<file path="config.mk">
export PLATFORM = sky130hd
export DESIGN_NAME = mult_controller_flat
export DESIGN_NICKNAME = d
export VERILOG_FILES = /design/src/rtl/mult_controller_if.sv /design/src/rtl/mult_controller.sv /design/src/flat_wrapper.sv
export SDC_FILE = /design/constraint.sdc
export NUM_CORES = 1
export LEC_CHECK = 0
export CAP_MARGIN = 20
export CORE_MARGIN = 2
export CORE_UTILIZATION = 42
export DETAILED_ROUTE_END_ITERATION = 8
export GPL_TIMING_DRIVEN = 0
export PLACE_DENSITY = 0.74
export SLEW_MARGIN = 5
export SYNTH_ARGS = -nofsm -noshare
export SYNTH_HDL_FRONTEND = slang
export SYNTH_SLANG_ARGS = --single-unit
</file>
<file path="constraint.sdc">
create_clock -name clk -period 1.1 [get_ports clk]
set_input_delay 0.22 -clock clk [delete_from_list [all_inputs] [get_ports clk]]
set_output_delay 0.22 -clock clk [all_outputs]
set_load 0.02 [all_outputs]
</file>
<file path="src/rtl/mult_controller_if.sv">
// mult_controller_if: handshake between the shift-add multiplier controller and its
// requester/datapath. master = controller side, slave = datapath/requester side.
`default_nettype none

interface mult_controller_if;
  logic start;
  logic Q0;
  logic zero;
  logic load_reg;
  logic add_reg;
  logic shift_reg;
  logic dec_p;
  logic busy;
  logic done;
  logic err;

  modport master (
    input  start, Q0, zero,
    output load_reg, add_reg, shift_reg, dec_p, busy, done, err
  );

  modport slave (
    output start, Q0, zero,
    input  load_reg, add_reg, shift_reg, dec_p, busy, done, err
  );
endinterface

`default_nettype wire

</file>
<file path="src/rtl/mult_controller.sv">
// mult_controller: IDLE/LOAD/ADD/SHIFT/DONE sequencer for a BIT-wide shift-add multiplier.
// Rev 1.0 -- strobes registered from next state; iteration watchdog flags err with done.
`default_nettype none

module mult_controller #(
  parameter int BIT = 5
) (
  input  logic              clk,
  input  logic              rst_n,
  mult_controller_if.master bus
);

  localparam int WD_W = $clog2(BIT + 1) + 1;
  localparam logic [WD_W-1:0] C_WD_LAST = WD_W'(BIT - 1);

  typedef enum logic [2:0] {
    S_IDLE  = 3'd0,
    S_LOAD  = 3'd1,
    S_ADD   = 3'd2,
    S_SHIFT = 3'd3,
    S_DONE  = 3'd4
  } state_t;

  state_t          r_state;
  state_t          w_state_nxt;
  logic [WD_W-1:0] r_wd;
  logic            w_wd_fire;
  logic            r_load;
  logic            r_add_ph;
  logic            r_shift;
  logic            r_busy;
  logic            r_done;
  logic            r_err;

  // Watchdog fires on the SHIFT whose increment brings the count to BIT without zero seen.
  always_comb begin
    w_wd_fire = (r_state == S_SHIFT) && !bus.zero && (r_wd == C_WD_LAST);
  end

  always_comb begin
    w_state_nxt = r_state;
    case (r_state)
      S_IDLE:  w_state_nxt = bus.start ? S_LOAD : S_IDLE;
      S_LOAD:  w_state_nxt = S_ADD;
      S_ADD:   w_state_nxt = S_SHIFT;
      S_SHIFT: w_state_nxt = (bus.zero || w_wd_fire) ? S_DONE : S_ADD;
      S_DONE:  w_state_nxt = S_IDLE;
      default: w_state_nxt = S_IDLE;
    endcase
  end

  // Outputs are registered from the next state so they equal a decode of r_state.
  always_ff @(posedge clk or negedge rst_n) begin
    if (!rst_n) begin
      r_state  <= S_IDLE;
      r_wd     <= '0;
      r_load   <= 1'b0;
      r_add_ph <= 1'b0;
      r_shift  <= 1'b0;
      r_busy   <= 1'b0;
      r_done   <= 1'b0;
      r_err    <= 1'b0;
    end else begin
      r_state  <= w_state_nxt;
      r_load   <= (w_state_nxt == S_LOAD);
      r_add_ph <= (w_state_nxt == S_ADD);
      r_shift  <= (w_state_nxt == S_SHIFT);
      r_busy   <= (w_state_nxt == S_LOAD) || (w_state_nxt == S_ADD) ||
                  (w_state_nxt == S_SHIFT);
      r_done   <= (w_state_nxt == S_DONE);
      r_err    <= (w_state_nxt == S_DONE) && w_wd_fire;
      if (r_state == S_LOAD) begin
        r_wd <= '0;
      end else if (r_state == S_SHIFT) begin
        r_wd <= r_wd + WD_W'(1);
      end
    end
  end

  assign bus.load_reg  = r_load;
  assign bus.add_reg   = r_add_ph & bus.Q0;
  assign bus.dec_p     = r_add_ph;
  assign bus.shift_reg = r_shift;
  assign bus.busy      = r_busy;
  assign bus.done      = r_done;
  assign bus.err       = r_err;

endmodule

`default_nettype wire

</file>
<file path="src/flat_wrapper.sv">
// flat-port wrapper written by rule: the top's interface ports become plain ports
module mult_controller_flat 
#(
  parameter int BIT = 5
)
  (clk, rst_n, bus_start, bus_Q0, bus_zero, bus_load_reg, bus_add_reg, bus_shift_reg, bus_dec_p, bus_busy, bus_done, bus_err);
  mult_controller_if bus_i ();
  input  logic clk;
  input  logic rst_n;
  input wire logic [$bits(bus_i.start)-1:0] bus_start;
  input wire logic [$bits(bus_i.Q0)-1:0] bus_Q0;
  input wire logic [$bits(bus_i.zero)-1:0] bus_zero;
  output wire logic [$bits(bus_i.load_reg)-1:0] bus_load_reg;
  output wire logic [$bits(bus_i.add_reg)-1:0] bus_add_reg;
  output wire logic [$bits(bus_i.shift_reg)-1:0] bus_shift_reg;
  output wire logic [$bits(bus_i.dec_p)-1:0] bus_dec_p;
  output wire logic [$bits(bus_i.busy)-1:0] bus_busy;
  output wire logic [$bits(bus_i.done)-1:0] bus_done;
  output wire logic [$bits(bus_i.err)-1:0] bus_err;
  assign bus_i.start = bus_start;
  assign bus_i.Q0 = bus_Q0;
  assign bus_i.zero = bus_zero;
  assign bus_load_reg = bus_i.load_reg;
  assign bus_add_reg = bus_i.add_reg;
  assign bus_shift_reg = bus_i.shift_reg;
  assign bus_dec_p = bus_i.dec_p;
  assign bus_busy = bus_i.busy;
  assign bus_done = bus_i.done;
  assign bus_err = bus_i.err;
  mult_controller #(.BIT(BIT)) u_core (.clk(clk), .rst_n(rst_n), .bus(bus_i));
endmodule
</file>
After elaboration in Yosys (flattened, before gate mapping)
Cells that the tools add are included.
- add/subtract/negate cells: 1
- equality and inequality tests: 8
- multiplexer cells: 5
- bitwise operators: 1
- reduce and logical (&&, ||, !) cells: 9
- operators with widths (cell ; number):
    $eq A3 B2 Y1 const B ; 4
    $pmux W3 S4 ; 1
    $mux W4 ; 2
    $eq A3 B1 Y1 const B ; 2
    $add A4 B1 Y4 const B ; 1
    $eq A4 B3 Y1 const B ; 1
    $eq A3 B3 Y1 const B ; 1
    $logic_and A1 B1 Y1 ; 3
    $logic_not A3 Y1 ; 1
    $logic_or A1 B1 Y1 ; 3
    $mux W3 ; 1
    $reduce_bool A2 Y1 ; 1
    $and A1 B1 Y1 ; 1
    $logic_not A1 Y1 ; 1
    $mux W1 ; 1
- flip-flop bits (word level): 13
- input bits: 5
- logic and storage cells: 32

Logic depth before layout (Yosys ltp)
- depth in word-level cells: 9
- gate-level depth with buffers: 5
- mapped depth without buffers: 5

Worst setup path after synthesis
Ideal clock, no wire load.
- path type: reg2reg
- from: register u_core.r_wd[0]
- to: register u_core.r_busy (netlist: u_core.bus.busy)
- library setup time: 0.126 ns
- arrival time: 0.971 ns
- required time: 0.974 ns
- slack: 0.002 ns
- cell stages (with the launch flop): 6
- path buffers: 0
- clock period less this slack: 1.098 ns
- path through: dfrtp_1 inv_1 ha_1 nand3b_1 a21oi_1 nor3_1
- cells in the longest elaborated chain, start to end: 8
- ends and longest elaborated chain (element ; line ; RTL):
    start: declaration ; mult_controller.sv:26 ; logic [WD_W-1:0] r_wd;
    start signal: assignment ; mult_controller.sv:75 ; r_wd <= r_wd + WD_W'(1);
    $eq A4 B3 Y1 (*) ; mult_controller.sv:37 ; w_wd_fire = (r_state == S_SHIFT) && !bus.zero && (r_wd == C_WD_LAST);
    $logic_and A1 B1 Y1 (*) ; mult_controller.sv:37 ;
    $logic_or A1 B1 Y1 (*) ; mult_controller.sv:46 ; S_SHIFT: w_state_nxt = (bus.zero || w_wd_fire) ? S_DONE : S_ADD;
    $mux W3 (*) ; mult_controller.sv:46 ;
    $pmux W3 S4 (*) ; mult_controller.sv:42 ; case (r_state)
    $eq A3 B1 Y1 or $eq A3 B2 Y1 (tied branches) ; mult_controller.sv:68 ; r_busy <= (w_state_nxt == S_LOAD) || (w_state_nxt == S_ADD) ||
    $logic_or A1 B1 Y1 ; mult_controller.sv:68 ;
    $logic_or A1 B1 Y1 (*) ; mult_controller.sv:68 ;
    end signal: assignment ; mult_controller.sv:68 ;
    end: declaration ; mult_controller.sv:31 ; logic r_busy;
Every way passes the cells marked *; elsewhere a longest branch is shown, timed or not.
A chain may end at the register's enable or synchronous reset.

Worst setup path after layout
- from: register u_core.r_wd[0]
- to: register u_core.r_add_ph (netlist: u_core.bus.dec_p)
- cells in the longest elaborated chain, start to end: 6
- ends and longest elaborated chain (element ; line ; RTL):
    $eq A4 B3 Y1 ; mult_controller.sv:37 ;
    $logic_and A1 B1 Y1 ; mult_controller.sv:37 ;
    $logic_or A1 B1 Y1 ; mult_controller.sv:46 ;
    $mux W3 ; mult_controller.sv:46 ;
    $pmux W3 S4 ; mult_controller.sv:42 ;
    $eq A3 B2 Y1 ; mult_controller.sv:66 ; r_add_ph <= (w_state_nxt == S_ADD);
    end signal: assignment ; mult_controller.sv:66 ;
    end: declaration ; mult_controller.sv:29 ; logic r_add_ph;
Every way passes these cells.

==> results.md <==
- DIE AREA: 1660 um2
- Deepest clock path buffer count: 2
- Post-synthesis register bit count: 13
- Worst setup EP type: flop
- Share of synthesized area occupied by flip-flops and latches: 0.575
- Core ar.: 1280 um2
- Cell Count Post-Placement: 79
- TritonCTS clock tree: built
- Clk root buf: clkbuf_4
- Type of the worst setup path: flop to flop
- Horizontal die dimension: 40.7 um
- Non-filler instance count after layout: 90
- Starting density of the core: 0.440
- Global route overflow: 0
- Number of antenna repair diodes: 0
- Insertion delay of the later-clocked pin in the worst-skew pair: 270 ps
- R2R Path Start: u_core.r_wd[0]
- Final HPWL DP: 739 um
- Main flop type after synthesis: dfrtp_1
- Failing checks: setup timing
- Drt total wl: 1250 um
- Post-synthesis cell area: 566 um2
- Detailed-route wire length per cell: 13.9 um
- Num CTS Buffers: 3
- Largest area contributor in the netlist: dfrtp_1
- Utilization after layout: 0.599
- Regs by FF count: u_core.r_wd (4), u_core.r_state (3)
- Initial detailed-routing violation count: 8
- Max FFs per register: 4
- Yosys Warn Count: 0
- First-pass GRT wire length: 1780 um
- Cell area power density: 2750 nW/um2
- Post-route DRC: 0
- Type of origin of the critical path: flop
- Register name with the most flops: u_core.r_wd
- Number of buffers added on ports: 11
- Origin of the worst setup path: u_core.r_wd[0]
- Share of layout cells above drive strength 1: 0.373
- Cells on worst reg2reg path: 6
- Run status: finished, violations left
- Final Worst Setup Slack: -86.0 ps
- Maximum vdd drop: 0.00108 V
- Type of the most critical hold path: primary input to async pin
- Fillers: 122
- First-pass iteration count of the detailed router: 4
- Slew HR: 0.617
- Distinct cell type count of the synthesized netlist: 20
- Count of boundary I/O pins: 12
- Via count: 489
- Final Net Count: 83
- Final count of pins violating max slew: 0
- Total of endpoints with negative setup slack in the final report: 6
- Via-per-instance ratio: 5.43
- CTS clock-pin slew for the worst setup and hold paths: 80 ps
- Data required time at the worst endpoint: 1250 ps
- Hold Buf Count CTS: 0
- Maximum fanout along the worst path: 3
- Worst clock skew: 3.83 ps
- Total clock sinks: 13
- DRT antenna net count: 0
- FF-to-FF setup slack: -90 ps
- Gate Count Post-Synth: 53
- Final hold slack: 309 ps
- Worst slack, placed: -508 ps
- Dominant cell by count in the synthesized netlist: dfrtp_1
- Arrival time at the worst endpoint: 1340 ps
- Final critical-path share of the clock period: 1.08
- Final weighted congestion of routability-driven global placement: 0.710
- RSZ-0062 raised after global routing: true
- Largest cells by area after synthesis: dfrtp_1 58%, ha_1 4.4%, nor3_1 4.4%
- Post-synth top cells: 13 x dfrtp_1, 6 x nand2_1, 5 x nor3_1
- Number of antenna violations at the first check in global routing: 0
- Area fraction of the dominant cell type after synthesis: 0.575
- H-tree levels: 1
- Chip height: 40.7 um
- Post-synthesis to final-layout area growth: 36.1%
- EDFF count, synth: 0
- Via count of the first global-routing pass: 431
- Net count after synthesis: 60
- Reg-to-reg critical path endpoint: u_core.bus.dec_p
- Maximum number of pins on one net before global-route repair: 14
- Async set or reset register ratio after synthesis: 1.00
- GRT Util Overall: 0.173
- Placed instance area: 694 um2
- Final std cell area, no fill: 769 um2
- Final period demand of the worst path: 1190 ps
- Total leakage power: 0.000369 uW
- Actual slew at the worst max-slew pin: 573 ps
- Max Cap Violations: 0
- Final hold violations: 0
- Row count: 13
- Crit path to: u_core.bus.dec_p
- Mean post-synth cell area: 10.7 um2
- Max Clk Rate: 0.843 GHz
[metal layers]
| layer | GRT usage | share of wire |
|---|---|---|
| met4 | 0.125 | 0.029 |
| met5 | 0 | 0 |
| met3 | 0.0163 | 0.046 |
| met1 | 0.191 | 0.41 |
| met2 | 0.306 | 0.52 |
[worst max-delay path: stages (launching register included)]
cell and delay (ps):
dfrtp_1 390, inv_1 70, ha_2 160, nand3b_1 140
buf_4 190, nand2_1 60, a21oi_1 60
[how the worst min path moves through the flow]
stage / from / endpoint / slack, ps / cells after the start
6_report: rst_n / u_core.r_state[1] / 310 / 1
5_1_grt: rst_n / u_core.bus.err / 350 / 1
4_1_cts: rst_n / u_core.bus.err / 330 / 1
3_5_place_dp: u_core.r_wd[3] / u_core.r_wd[3] / 520 / 2
3_3_place_gp: u_core.r_wd[3] / u_core.r_wd[3] / 520 / 2
2_1_floorplan: rst_n / u_core.bus.busy / -80 / 0
[stage by stage]
stage / total power (uW) / TNS (ps)
2_1_floorplan: 1360 / 0
6_report: 2120 / -342
5_1_grt: 2270 / -637
3_5_place_dp: 1680 / -967
3_3_place_gp: 1640 / -806
4_1_cts: 1980 / -60.8
[layout by cell type (no fill, tap or decap), types with 3 or more instances in the layout]
cell type and n:
clkbuf_4 3, dfrtp_1 12, inv_1 3, buf_2 6, clkdlybuf4s50_1 3, nor3_1 3
buf_4 8, nand2_1 6, nand3_1 3
[timing repair]
action | 4_1_cts | 5_1_grt
hold endpoints to repair | 0 | 0
buffers inserted | 3 | 4
pin swaps | 4 | 2
cloned | 0 | 0
setup endpoints to repair | 10 | 9
resized for setup | 34 | 6
[layout make-up]
type                       count  area [um2]  share of cell area
tap                           15        18.8              0.0244
clock buffer                   4        26.3              0.0341
buffer                         2        18.8              0.0244
inverter                       3        11.3              0.0146
sequential                    13         327               0.424
timing repair buffer          18         133               0.172
multi-input combinational     35         235               0.306
[cells by family after synthesis]
family          synth area share
compound gates            0.0708
fa+ha+maj                 0.0442
buf+inv                   0.0531
flops                      0.575
simple gates               0.257
[report_power, final]
part	leakage [uW]	internal, uW	switching (uW)
combinational	0.000191	481	557
sequential	0.000163	668	116
clock	0.0000150	140	153
No activity file was read; power rests on OpenSTA's default activity.
